## config.mk

```make
export PLATFORM = sky130hd
export DESIGN_NAME = mux_pipe_n
export DESIGN_NICKNAME = d
export VERILOG_FILES = /design/src/rtl/mux_pipe_n.sv
export SDC_FILE = /design/constraint.sdc
export NUM_CORES = 1
export LEC_CHECK = 0
export CAP_MARGIN = 20
export CORE_ASPECT_RATIO = 0.75
export CORE_MARGIN = 1.5
export CORE_UTILIZATION = 30
export CTS_CLUSTER_SIZE = 10
export DETAILED_ROUTE_END_ITERATION = 8
export PLACE_DENSITY = 0.65
export SLEW_MARGIN = 20
export SYNTH_ARGS = -nofsm -noshare
export SYNTH_HDL_FRONTEND = slang
export SYNTH_SLANG_ARGS = --single-unit
export TNS_END_PERCENT = 50
```

## constraint.sdc

```tcl
create_clock -name clk -period 2.96 [get_ports clk]
set_input_delay 0.444 -clock clk [delete_from_list [all_inputs] [get_ports clk]]
set_output_delay 0.444 -clock clk [all_outputs]
set_load 0.05 [all_outputs]
```

## src/rtl/mux_pipe_n.sv

```systemverilog
// Registered N-way selector with valid/ready handshake. A 2-entry skid buffer
// keeps every output registered, so select timing never chains downstream.
module mux_pipe_n #(
  parameter int WIDTH  = 32,
  parameter int NUM_IN = 4,
  parameter int SEL_W  = 4
) (
  input  logic                    clk,
  input  logic                    reset,
  input  logic [NUM_IN*WIDTH-1:0] d,
  input  logic [SEL_W-1:0]        s,
  input  logic                    in_valid,
  output logic                    in_ready,
  output logic [WIDTH-1:0]        y,
  output logic                    out_valid,
  input  logic                    out_ready,
  input  logic                    err_clr,
  output logic                    sel_err
);

  typedef enum logic [1:0] {EMPTY, ONE, TWO} state_t;

  state_t                         state;
  logic [WIDTH-1:0]               skid;
  logic [NUM_IN-1:0][WIDTH-1:0]   lane;
  logic [WIDTH-1:0]               cap;
  logic                           oor;
  logic                           accept;
  logic                           fire;

  // One-hot AND-OR select: an out-of-range s matches no lane and yields zero.
  for (genvar i = 0; i < NUM_IN; i++) begin : g_lane
    assign lane[i] = (s == SEL_W'(i)) ? d[i*WIDTH +: WIDTH] : '0;
  end

  always_comb begin
    cap = '0;
    for (int i = 0; i < NUM_IN; i++) cap = cap | lane[i];
  end

  if (NUM_IN >= (1 << SEL_W)) begin : g_no_oor
    assign oor = 1'b0;
  end else begin : g_oor
    localparam logic [SEL_W:0] NUM_W = (SEL_W+1)'(NUM_IN);
    assign oor = ({1'b0, s} >= NUM_W);
  end

  assign accept = in_valid && in_ready;
  assign fire   = out_valid && out_ready;

  always_ff @(posedge clk or posedge reset) begin
    if (reset) begin
      state     <= EMPTY;
      y         <= '0;
      skid      <= '0;
      out_valid <= 1'b0;
      in_ready  <= 1'b1;
      sel_err   <= 1'b0;
    end else begin
      if (accept && oor) sel_err <= 1'b1;
      else if (err_clr)  sel_err <= 1'b0;

      case (state)
        EMPTY: if (accept) begin
          y         <= cap;
          out_valid <= 1'b1;
          state     <= ONE;
        end
        ONE: begin
          if (accept && fire) begin
            y <= cap;
          end else if (accept) begin
            skid     <= cap;
            in_ready <= 1'b0;
            state    <= TWO;
          end else if (fire) begin
            out_valid <= 1'b0;
            state     <= EMPTY;
          end
        end
        TWO: if (fire) begin
          y        <= skid;
          in_ready <= 1'b1;
          state    <= ONE;
        end
        default: begin
          out_valid <= 1'b0;
          in_ready  <= 1'b1;
          state     <= EMPTY;
        end
      endcase
    end
  end

endmodule
```

**Word level (Yosys, flattened, before mapping)**

Cells that the tools add are included.

- $lt $le $gt $ge: 1
- Equality and inequality tests: 13
- Muxes and demuxes: 25
- Bitwise operators: 6
- Reductions and logical operators: 13

Operators with widths:

| cell | count |
|---|---|
| 32-bit two-way mux | 7 |
| 32-bit bitwise OR | 3 |
| 32-bit one-hot mux with 3 select lines | 1 |
| 2-bit != test, second input constant | 7 |
| 4-bit AND reduction | 3 |
| 2-bit two-way mux | 5 |
| 1-bit two-way mux | 9 |
| 4-bit by 2-bit == test with 1-bit output, second input constant | 2 |
| 1-bit one-hot mux with 3 select lines | 2 |
| 2-bit one-hot mux with 3 select lines | 1 |
| 5-bit AND reduction | 1 |
| 4-bit by 1-bit == test with 1-bit output, second input constant | 1 |
| 4-bit by 3-bit greater-or-equal comparator with 1-bit output, second input constant | 1 |
| 1-bit logical AND | 4 |
| 4-bit zero test | 1 |
| 3-bit != test, second input constant | 1 |
| 1-bit NOT | 3 |
| 3-bit AND reduction | 1 |
| 3-bit nonzero test | 1 |
| 2-bit by 1-bit == test with 1-bit output, second input constant | 1 |
| 2-bit == test, second input constant | 1 |
| 2-bit zero test | 1 |
| 2-bit nonzero test | 1 |

- Register bits after elaboration: 69
- Output and inout port bits: 35

**Depth between registers and ports, before layout**

Gate-level depths: netlist of run 1.

- Word-level depth: 7
- Depth in mapped cells: 5
- Depth with buffers taken out: 3

**Worst setup path after synthesis of run 1**

OpenSTA, ideal clock, no wires.

- Kind: register to register
- From: reg in_ready
- To: reg skid[10]
- Setup time: 127 ps
- Arrival: 1606 ps
- Slack: 1227 ps
- Stages on the path, launching flop included: 6
- Path buffers: 2
- Cells stage by stage: dfstp_2 -> nand3b_4 -> nand2b_1 -> buf_2 -> buf_6 -> mux2_1

- Word-level cells in the longest chain between the ends: 4

Ends and longest elaborated chain:

| element | line | RTL |
|---|---|---|
| start: declaration | 13 | `output logic in_ready,` |
| start signal: assignment | 57 | `in_ready <= 1'b1;` |
| start signal: assignment | 74 | `in_ready <= 1'b0;` |
| start signal: assignment | 83 | `in_ready <= 1'b1;` |
| 1-bit logical AND (*) | 48 | `assign accept = in_valid && in_ready;` |
| 1-bit logical AND | 70 | `if (accept && fire) begin` |
| 1-bit NOT (no line) | - |  |
| 3-bit AND reduction (no line) (*) | - |  |
| end signal: assignment | 73 | `skid <= cap;` |
| end: declaration | 24 | `logic [WIDTH-1:0] skid;` |

Every way passes the cells marked *; elsewhere a longest branch is shown, timed or not.
A chain may end at the register's enable or synchronous reset.

**Worst setup path in the final report of run 1**

- From: reg in_ready
- To: out in_ready

No word-level cell between the ends.

==> tab_implementation.tex, run 1 <==
\begin{tabular}{lr}
\hline
Metric & Value \\
\hline
\multicolumn{2}{l}{\textbf{Timing}} \\
\quad Worst-case clock skew & 0.005060 ns \\
\quad Number of failing setup endpoints in the final timing report & 0 \\
\quad Final Hold Fails & 0 \\
\quad Max Slew Vio Count & 0 \\
\quad Final Cycle Share & 0.7468 \\
\quad Final hold slack & 0.5022 ns \\
\quad Setup repair after global routing missed its margin & no \\
\quad Max Clk Rate & 0.4524 GHz \\
\quad Pin slew with the least headroom to its limit & 0.9388 ns \\
\quad Worst slew slack as a fraction of its limit & 0.3741 \\
\quad Post-layout min period & 2.211 ns \\
\quad Setup TNS & 0 ns \\
\multicolumn{2}{l}{\textbf{Setup path}} \\
\quad End of the worst register-to-register path & skid[19]\$\_DFFE\_PP0P\_ \\
\quad Buf/Inv on CP & 1 \\
\quad Cell family with the largest share of critical-path delay & buffers and inverters \\
\quad Maximum cell stage delay along the critical path & 0.83 ns \\
\quad Cell chain of the critical path & clkdlybuf4s50\_1 \\
\quad Crit path DAT & 1.77 ns \\
\quad Max Fanout on Critical Path & 6 \\
\quad Worst-path cell with the longest stage delay & sky130\_fd\_sc\_hd\_\_clkdlybuf4s50\_1 \\
\quad Kind of critical path & reg2out \\
\quad R2r startpoint & state[1]\$\_DFFE\_PP0P\_ \\
\quad Launching element type of the critical path & flop \\
\quad Worst setup path start & in\_ready\$\_DFFE\_PP1P\_ \\
\quad Number of stages on the worst setup path & 1 \\
\quad CP endpoint kind & output pin \\
\quad WP data required & 2.52 ns \\
\quad Register-to-register setup slack & 0.87 ns \\
\quad Cell count of the worst reg-to-reg path & 4 \\
\multicolumn{2}{l}{\textbf{Power}} \\
\quad Peak supply drop & 0.0003145 V \\
\quad Power density over the cells & 624.4 nW/um2 \\
\quad Leakage power & 2.827 nW \\
\multicolumn{2}{l}{\textbf{Floorplanning}} \\
\quad Initial Utilization & 0.3094 \\
\quad Core Rows & 38 \\
\quad Area enclosed by the die boundary & 15760 um2 \\
\quad Core area & 14550 um2 \\
\quad Die Wd & 144.5 um \\
\quad Top Ports & 172 \\
\quad Die Y & 109.1 um \\
\multicolumn{2}{l}{\textbf{Clock network}} \\
\quad Setup repair bufs after CTS & 0 \\
\quad TritonCTS clock tree & built \\
\quad Quantity of hold-fixing buffers added after cts & 0 \\
\quad Number of clock sinks & 69 \\
\quad Number of gates given a new drive strength after cts & 0 \\
\quad Register clock-pin slew on the reported worst setup and hold paths & 0.06 ns \\
\quad Clk buf depth & 2 \\
\quad Clock insertion delay at the later pin of the skew report & 0.33 ns \\
\quad Clk root buf & sky130\_fd\_sc\_hd\_\_clkbuf\_16 \\
\quad Level count of the clock H-tree & 3 \\
\quad CTS buffer count & 9 \\
\multicolumn{2}{l}{\textbf{Global route}} \\
\quad Number of antenna violations at the first check in global routing & 0 \\
\quad GRT Residual Overflow & 0 \\
\quad Wire length of the first global-routing pass & 21220 um \\
\quad Largest net degree at the start of global routing & 65 \\
\quad Vias in the first global route & 4204 \\
\quad Total global routing track utilization & 0.1736 \\
\multicolumn{2}{l}{\textbf{Worst hold path}} \\
\quad Worst hold stages & 1 \\
\quad Origin of the worst min-delay path & skid[11]\$\_DFFE\_PP0P\_ \\
\quad Kind of path behind the tightest hold check & reg2reg \\
\quad Capture endpoint of the worst hold path & skid[11]\$\_DFFE\_PP0P\_ \\
\multicolumn{2}{l}{\textbf{Logic synthesis}} \\
\quad Number of nets in the synthesized netlist & 558 \\
\quad Instance count of the mapped netlist & 421 \\
\quad EDFF count, synth & 0 \\
\quad Number of storage elements in the synthesis netlist & 69 \\
\quad Part of the Yosys area used for sequential elements & 0.3838 \\
\quad Post-synthesis cell type count & 37 \\
\quad Primary FF master, synth & sky130\_fd\_sc\_hd\_\_dfrtp\_1 \\
\quad Syn avg cell area & 10.69 um2 \\
\quad Netlist Area Pre-Place & 4502 um2 \\
\quad Share of async-settable or async-resettable flops after synthesis & 1.000 \\
\quad Total number of yosys warnings & 0 \\
\multicolumn{2}{l}{\textbf{Detailed routing}} \\
\quad Final wirelength & 13640 um \\
\quad DRC viols & 0 \\
\quad DRC violation total after the first TritonRoute iteration & 147 \\
\quad Via density per instance & 5.411 \\
\quad First-pass iteration count of the detailed router & 5 \\
\quad Final ANT Viol Nets & 0 \\
\quad Via count & 4177 \\
\quad Post-DR wirelength/cell & 17.67 um \\
\multicolumn{2}{l}{\textbf{Cells and area}} \\
\quad Share of cells above drive strength 1 & 0.1713 \\
\quad Antenna fix cells & 0 \\
\quad Count of nets after finishing & 704 \\
\quad Layout area overhead & 48.19\% \\
\multicolumn{2}{l}{\textbf{Place}} \\
\quad Detailed-placement wirelength estimate & 9490 um \\
\quad IO buf count & 171 \\
\quad RD Place Congestion & 0.7664 \\
\multicolumn{2}{l}{\textbf{Status}} \\
\quad Result of the run & finished, final reports clean \\
\multicolumn{2}{l}{\textbf{Flow run}} \\
\quad Number of maximum-capacitance violations & 0 \\
\hline
\end{tabular}
[registers in the layout, indices dropped and copies added (netlist names)]
register / flops
sel_err: 1
out_valid: 1
in_ready: 1
y: 32
skid: 32
state: 2
[power by group]
part           leakage (nW)  switching (mW)  internal, mW
registers             0.846           0.173          1.24
logic                  1.83           0.950         0.688
clock network         0.148           0.414         0.698
[worst max-delay path by stage]
stage	slack, ns	to
detailed placement	0.49	skid[19]$_DFFE_PP0P_
floorplan	0.78	out_valid$_DFFE_PP0P_
finish	0.75	in_ready
global route	0.69	skid[4]$_DFFE_PP0P_
CTS	0.73	in_ready
global placement	0.58	skid[4]$_DFFE_PP0P_
[final cells by class]
| cell class | instances | area, um2 |
|---|---|---|
| inverter | 25 | 93.84 |
| sequential | 69 | 1728 |
| timing repair buffer | 181 | 1807 |
| tap | 200 | 250.2 |
| clock buffer | 11 | 252.7 |
| fill | 1358 | 7878 |
| clock inverter | 5 | 58.81 |
| multi-input combinational | 281 | 2481 |
[layout by cell type (no fill, tap or decap), drive strengths merged, types with 2 or more instances in the layout]
cell,n
clkinvlp,2
clkinv,2
buf,11
dfrtp,68
o22ai,11
clkdlybuf4s50,170
o2111ai,32
clkbuf,11
a21boi,2
nand2b,2
a22oi,22
o221a,10
inv,25
nor2,33
mux2i,43
nand2,3
mux2,54
a221oi,22
o31ai,32
[routing by layer]
metal | global-route usage | vias up | share of wire
li1 | - | 1947 | -
met1 | 0.2130 | 2063 | 0.44
met2 | 0.3038 | 159 | 0.48
met3 | 0.04875 | 8 | 0.073
met4 | 0.03752 | 0 | 0.0057
met5 | 0 | - | 0
[stage by stage]
step	area (um2)	utilization	cells	power [mW]	setup slack, ns
3_5_place_dp	6360	0.4371	756	3.079	0.4851
2_1_floorplan	4502	-	421	2.409	0.7778
3_3_place_gp	6360	0.4371	756	3.041	0.5789
6_report	6671	0.4585	772	4.166	0.7493
5_1_grt	6671	0.4585	772	4.385	0.6872
4_1_cts	6671	0.4585	772	4.210	0.7305
[cells in the mapped netlist (all sizes together) (10+ instances only)]
master   number  area, um2
a221oi       22      192.7
a22oi        22      165.2
buf          23      137.6
clkbuf       23      86.33
dfrtp        68       1702
inv          25      93.84
mux2         54      608.1
mux2i        43      430.4
nor2         33      123.9
o2111ai      32      280.3
o221a        10      112.6
o22ai        11      68.82
o31ai        32      290.3
[cell families (layout without fill, tap and decap cells)]
logic type	Yosys count	count (layout)	share of synthesized area
buffers and inverters	71	222	0.07059
DFF	69	69	0.3838
muxes	97	97	0.2307
and+or+nand+nor	47	47	0.05420
AOI/OAI and AO/OA	137	137	0.2607
(Power assumes the default switching activity.)
==> run 2, diff against run 1 <==
Settings changed: PLACE_DENSITY 0.65 to 0.68.
Clock period 2.96 ns to 1.95 ns, I/O delays scaled along.
==> run 2 against run 1 <==
  * Routed wire length up 0.23%
  * Total power increased by 58%
  * Worst setup slack got worse by 0.64 ns
  * Critical path type unchanged
==> tab_implementation.tex, run 2 (same netlist as run 1, synthesis figures left out) <==
\begin{tabular}{lr}
\hline
Metric & Value \\
\hline
\multicolumn{2}{l}{\textbf{Status}} \\
\quad Result of the run & finished, final reports clean \\
\multicolumn{2}{l}{\textbf{Power}} \\
\quad Total power & 6.599 mW \\
\quad Power density over the cells & 961.5 nW/um2 \\
\quad Peak supply drop & 0.0005112 V \\
\quad Leakage power & 2.934 nW \\
\multicolumn{2}{l}{\textbf{Clock network}} \\
\quad Clock insertion delay at the later pin of the skew report & 0.34 ns \\
\quad Level count of the clock H-tree & 3 \\
\quad Clk buf depth & 2 \\
\quad Register clock-pin slew on the reported worst setup and hold paths & 0.06 ns \\
\quad Number of clock sinks & 69 \\
\quad CTS buffer count & 9 \\
\quad TritonCTS clock tree & built \\
\quad Clk root buf & sky130\_fd\_sc\_hd\_\_clkbuf\_16 \\
\quad Quantity of hold-fixing buffers added after cts & 0 \\
\multicolumn{2}{l}{\textbf{Floorplanning}} \\
\quad Top Ports & 172 \\
\quad Core Rows & 38 \\
\quad Area enclosed by the die boundary & 15760 um2 \\
\quad Die Wd & 144.5 um \\
\quad Die Y & 109.1 um \\
\quad Core area & 14550 um2 \\
\quad Initial Utilization & 0.3094 \\
\multicolumn{2}{l}{\textbf{Global route}} \\
\quad Wire length of the first global-routing pass & 21510 um \\
\quad Largest net degree at the start of global routing & 70 \\
\quad Total global routing track utilization & 0.1771 \\
\quad GRT Residual Overflow & 0 \\
\quad Number of antenna violations at the first check in global routing & 0 \\
\quad Vias in the first global route & 4285 \\
\multicolumn{2}{l}{\textbf{Setup path}} \\
\quad Cell family with the largest share of critical-path delay & buffers and inverters \\
\quad Buf/Inv on CP & 1 \\
\quad Max Fanout on Critical Path & 2 \\
\quad Maximum cell stage delay along the critical path & 0.83 ns \\
\quad Launching element type of the critical path & flop \\
\quad Kind of critical path & reg2out \\
\quad Worst-path cell with the longest stage delay & sky130\_fd\_sc\_hd\_\_clkdlybuf4s50\_1 \\
\quad Crit path DAT & 1.55 ns \\
\quad WP data required & 1.66 ns \\
\quad CP endpoint kind & output pin \\
\quad Cell chain of the critical path & clkdlybuf4s50\_1 \\
\quad Register-to-register setup slack & 0.31 ns \\
\multicolumn{2}{l}{\textbf{Timing}} \\
\quad Setup TNS & 0 ns \\
\quad Final Cycle Share & 0.9425 \\
\quad Number of failing setup endpoints in the final timing report & 0 \\
\quad Max Slew Vio Count & 0 \\
\quad Setup repair after global routing missed its margin & no \\
\quad Worst setup slack after layout & 0.1121 ns \\
\quad Final hold slack & 0.3984 ns \\
\quad Max Clk Rate & 0.5441 GHz \\
\quad Final Hold Fails & 0 \\
\quad Post-layout min period & 1.838 ns \\
\quad Worst slew slack as a fraction of its limit & 0.6250 \\
\quad Worst-case clock skew & 0.006172 ns \\
\quad Pin slew with the least headroom to its limit & 0.5607 ns \\
\multicolumn{2}{l}{\textbf{Detailed routing}} \\
\quad Final wirelength & 13670 um \\
\quad Via count & 4187 \\
\quad Post-DR wirelength/cell & 17.43 um \\
\quad First-pass iteration count of the detailed router & 4 \\
\quad Final ANT Viol Nets & 0 \\
\quad DRC violation total after the first TritonRoute iteration & 174 \\
\quad Via density per instance & 5.341 \\
\quad DRC viols & 0 \\
\multicolumn{2}{l}{\textbf{Cells and area}} \\
\quad Antenna fix cells & 0 \\
\quad Core utilization of the finished layout & 0.4717 \\
\quad Filler cells & 1336 \\
\quad Commonest non-fill, non-tap cells in the layout & 164 x sky130\_fd\_sc\_hd\_\_clkdlybuf4s50\_1, 68 x sky130\_fd\_sc\_hd\_\_dfrtp\_1, 50 x sky130\_fd\_sc\_hd\_\_mux2\_2 \\
\quad Share of cells above drive strength 1 & 0.1952 \\
\quad Leading registers by flop count & skid (32), y (32), state (2) \\
\quad Layout area overhead & 52.45\% \\
\quad Most common cell after layout, fill and taps aside & sky130\_fd\_sc\_hd\_\_clkdlybuf4s50\_1 \\
\quad Count of nets after finishing & 716 \\
\multicolumn{2}{l}{\textbf{Place}} \\
\quad RD Place Congestion & 0.7434 \\
\quad Detailed-placement wirelength estimate & 9790 um \\
\quad IO buf count & 171 \\
\quad DP Worst Slack & -0.01748 ns \\
\multicolumn{2}{l}{\textbf{Worst hold path}} \\
\quad Kind of path behind the tightest hold check & in2async \\
\multicolumn{2}{l}{\textbf{Flow run}} \\
\quad Number of maximum-capacitance violations & 0 \\
\hline
\end{tabular}
-- run 2: path summary, 6_finish.rpt --
kind / end / cells past startpoint / from
min in group clk: skid[31]$_DFFE_PP0P_ / 1 / skid[31]$_DFFE_PP0P_
setup / recovery: y[18] / 1 / y[18]$_DFFE_PP0P_
hold / removal: sel_err$_DFFE_PP0P_ / 3 / reset
max in group asynchronous: in_ready$_DFFE_PP1P_ / 3 / reset
setup reg to reg: skid[16]$_DFFE_PP0P_ / 4 / state[1]$_DFFE_PP0P_
hold reg to reg: skid[31]$_DFFE_PP0P_ / 1 / skid[31]$_DFFE_PP0P_
-- run 2: where the power goes --
group	leakage, nW	switching [mW]	total [mW]	internal, mW
logic	1.91	1.44	2.49	1.05
registers	0.846	0.261	2.15	1.88
clock network	0.176	0.606	1.96	1.35
total	2.93	2.31	6.60	4.29
-- run 2: layout make-up --
| cell class | count | area, um2 | share of cell area |
|---|---|---|---|
| Tap cell | 200 | 250.2 | 0.03646 |
| Inverter | 25 | 97.59 | 0.01422 |
| Clock inverter | 3 | 90.09 | 0.01313 |
| Multi-Input combinational cell | 281 | 2481 | 0.3615 |
| Clock buffer | 13 | 270.3 | 0.03938 |
| Sequential cell | 69 | 1728 | 0.2518 |
| Timing Repair Buffer | 193 | 1946 | 0.2835 |
-- run 2: routing by layer --
layer | up-vias | wire length (um) | track usage
li1 | 1971 | - | -
met1 | 2052 | 5831 | 0.2157
met2 | 142 | 6669 | 0.3052
met3 | 22 | 932 | 0.05226
met4 | 0 | 235 | 0.04834
met5 | - | 0 | 0
-- run 2: tightest hold or removal path, stage by stage --
cell                              delay (ns)
sky130_fd_sc_hd__clkdlybuf4s50_1        0.44
sky130_fd_sc_hd__clkinvlp_4             0.09
sky130_fd_sc_hd__buf_12                 0.31
-- run 2: per-stage QoR --
stage	cell area (um2)	std cells
2_1_floorplan	4506	421
3_3_place_gp	6504	768
3_5_place_dp	6504	768
4_1_cts	6863	784
5_1_grt	6863	784
6_report	6863	784
-- run 2: timing repair --
| action | 4_1_cts | 5_1_grt |
|---|---|---|
| gates resized for setup | 1 | 0 |
| setup buffers | 0 | 0 |
| endpoints found under the setup margin | 1 | 0 |
==> run 3, diff against run 2 <==
Settings changed: PLACE_DENSITY 0.68 to 0.65.
==> run 3 against run 2 <==
  * Combinational power is essentially flat
  * Critical path depth is the same
  * Core utilization is 0.34 points lower
  * Worst hold slack worse by 0.014 ns
  * Clock skew decreased by 0.0025 ns
  * Fmax up 0.14%
  * Sequential share of layout area grew 0.18 points
  * Sequential power is essentially flat
  * Design area fell by 0.71%
==> tab_implementation.tex, run 3 (same netlist as run 1, synthesis figures left out) <==
\begin{tabular}{lr}
\hline
Metric & Value \\
\hline
\multicolumn{2}{l}{\textbf{Timing}} \\
\quad Setup repair after global routing missed its margin & no \\
\quad Pin slew with the least headroom to its limit & 0.6098 ns \\
\quad Final Cycle Share & 0.9412 \\
\quad Worst slew slack as a fraction of its limit & 0.5926 \\
\quad Max Clk Rate & 0.5449 GHz \\
\quad Max Slew Vio Count & 0 \\
\quad Worst-case clock skew & 0.003717 ns \\
\quad Final Hold Fails & 0 \\
\quad Setup TNS & 0 ns \\
\quad Number of failing setup endpoints in the final timing report & 0 \\
\quad Post-layout min period & 1.835 ns \\
\multicolumn{2}{l}{\textbf{Detailed routing}} \\
\quad Post-DR wirelength/cell & 18.10 um \\
\quad Final wirelength & 14230 um \\
\quad DRC violation total after the first TritonRoute iteration & 227 \\
\quad Via density per instance & 5.345 \\
\quad Via count & 4201 \\
\quad Final ANT Viol Nets & 0 \\
\quad DRC viols & 0 \\
\quad First-pass iteration count of the detailed router & 7 \\
\multicolumn{2}{l}{\textbf{Floorplanning}} \\
\quad Top Ports & 172 \\
\quad Area enclosed by the die boundary & 15760 um2 \\
\quad Initial Utilization & 0.3094 \\
\quad Core area & 14550 um2 \\
\quad Die Y & 109.1 um \\
\quad Core Rows & 38 \\
\quad Die Wd & 144.5 um \\
\multicolumn{2}{l}{\textbf{Cells and area}} \\
\quad Fin cells & 786 \\
\quad Commonest non-fill, non-tap cells in the layout & 164 x sky130\_fd\_sc\_hd\_\_clkdlybuf4s50\_1, 68 x sky130\_fd\_sc\_hd\_\_dfrtp\_1, 50 x sky130\_fd\_sc\_hd\_\_mux2\_2 \\
\quad Leading registers by flop count & skid (32), y (32), state (2) \\
\quad Layout area overhead & 51.36\% \\
\quad Antenna fix cells & 0 \\
\quad Most common cell after layout, fill and taps aside & sky130\_fd\_sc\_hd\_\_clkdlybuf4s50\_1 \\
\quad Final non-filler cell area & 6814 um2 \\
\quad Filler cells & 1340 \\
\quad Share of cells above drive strength 1 & 0.1980 \\
\quad Count of nets after finishing & 718 \\
\multicolumn{2}{l}{\textbf{Clock network}} \\
\quad Number of clock sinks & 69 \\
\quad Clock insertion delay at the later pin of the skew report & 0.33 ns \\
\quad TritonCTS clock tree & built \\
\quad Clk root buf & sky130\_fd\_sc\_hd\_\_clkbuf\_16 \\
\quad Level count of the clock H-tree & 3 \\
\quad Clk buf depth & 2 \\
\quad Setup repair bufs after CTS & 0 \\
\quad CTS buffer count & 9 \\
\quad Register clock-pin slew on the reported worst setup and hold paths & 0.06 ns \\
\multicolumn{2}{l}{\textbf{Setup path}} \\
\quad CP endpoint kind & output pin \\
\quad Launching element type of the critical path & flop \\
\quad Cell chain of the critical path & clkdlybuf4s50\_1 \\
\quad WP data required & 1.66 ns \\
\quad Crit path DAT & 1.54 ns \\
\quad Maximum cell stage delay along the critical path & 0.83 ns \\
\quad Buf/Inv on CP & 1 \\
\quad Worst-path cell with the longest stage delay & sky130\_fd\_sc\_hd\_\_clkdlybuf4s50\_1 \\
\quad Kind of critical path & reg2out \\
\quad Cell family with the largest share of critical-path delay & buffers and inverters \\
\quad Max Fanout on Critical Path & 2 \\
\multicolumn{2}{l}{\textbf{Flow run}} \\
\quad Number of maximum-capacitance violations & 0 \\
\multicolumn{2}{l}{\textbf{Power}} \\
\quad Total power & 6.283 mW \\
\quad Power density over the cells & 922.1 nW/um2 \\
\quad Peak supply drop & 0.0004773 V \\
\quad Leakage power & 2.908 nW \\
\multicolumn{2}{l}{\textbf{Worst hold path}} \\
\quad Kind of path behind the tightest hold check & in2async \\
\multicolumn{2}{l}{\textbf{Global route}} \\
\quad Wire length of the first global-routing pass & 22360 um \\
\quad Largest net degree at the start of global routing & 45 \\
\quad Number of antenna violations at the first check in global routing & 0 \\
\quad Total global routing track utilization & 0.1830 \\
\quad Vias in the first global route & 4458 \\
\quad GRT Residual Overflow & 0 \\
\multicolumn{2}{l}{\textbf{Place}} \\
\quad Detailed-placement wirelength estimate & 10080 um \\
\quad Count of placed standard cells including taps & 770 \\
\quad Placed instance area & 6519 um2 \\
\quad RD Place Congestion & 0.7511 \\
\quad IO buf count & 171 \\
\multicolumn{2}{l}{\textbf{Status}} \\
\quad Result of the run & finished, final reports clean \\
\hline
\end{tabular}
run 3: path summary, 6_finish.rpt:
kind / from / end / slack (ns) / cells after the start
setup reg to reg: state[0]$_DFFE_PP0P_ / y[22]$_DFFE_PP0P_ / 0.27 / 4
hold / removal: reset / sel_err$_DFFE_PP0P_ / 0.38 / 2
max in group asynchronous: reset / skid[2]$_DFFE_PP0P_ / 1.02 / 3
hold reg to reg: skid[7]$_DFFE_PP0P_ / skid[7]$_DFFE_PP0P_ / 0.50 / 1
setup / recovery: y[16]$_DFFE_PP0P_ / y[16] / 0.11 / 1
min in group clk: skid[7]$_DFFE_PP0P_ / skid[7]$_DFFE_PP0P_ / 0.50 / 1
run 3: per-layer routing:
layer	wire length, um	global-route usage	up-vias
li1	-	-	1978
met5	0	0	-
met1	6119	0.2202	2065
met3	935	0.04304	10
met4	91	0.04618	0
met2	7081	0.3291	148
run 3: final cells by class:
class / instances / area (um2) / share of cell area
clock inverters: 6 / 63.81 / 0.009365
multi-input cells: 281 / 2481 / 0.3641
clock buffers: 10 / 229.0 / 0.03360
flip-flops and latches: 69 / 1728 / 0.2536
well taps: 200 / 250.2 / 0.03672
inverters: 25 / 97.59 / 0.01432
repair buffers: 195 / 1964 / 0.2883
run 3: power by group:
group	internal [mW]	switching [mW]	total (mW)
registers	1.88	0.264	2.15
logic	1.05	1.46	2.51
clock network	0.988	0.634	1.62
run 3: timing repair:
item / CTS / global route
endpoints found under the setup margin: 0 / 1
hold buffers: 0 / 0
resized for setup: 0 / 1
run 3: through the flow:
stage                     worst slack (ns)    util  hold WS (ns)
final                               0.1147  0.4684        0.3841
after global routing               0.07258  0.4684        0.4293
after CTS                         0.007300  0.4682        0.4121
after detailed placement          -0.03349  0.4481        0.4860
after global placement             0.03389  0.4481        0.4784
after floorplan                     0.2168       -        0.3915
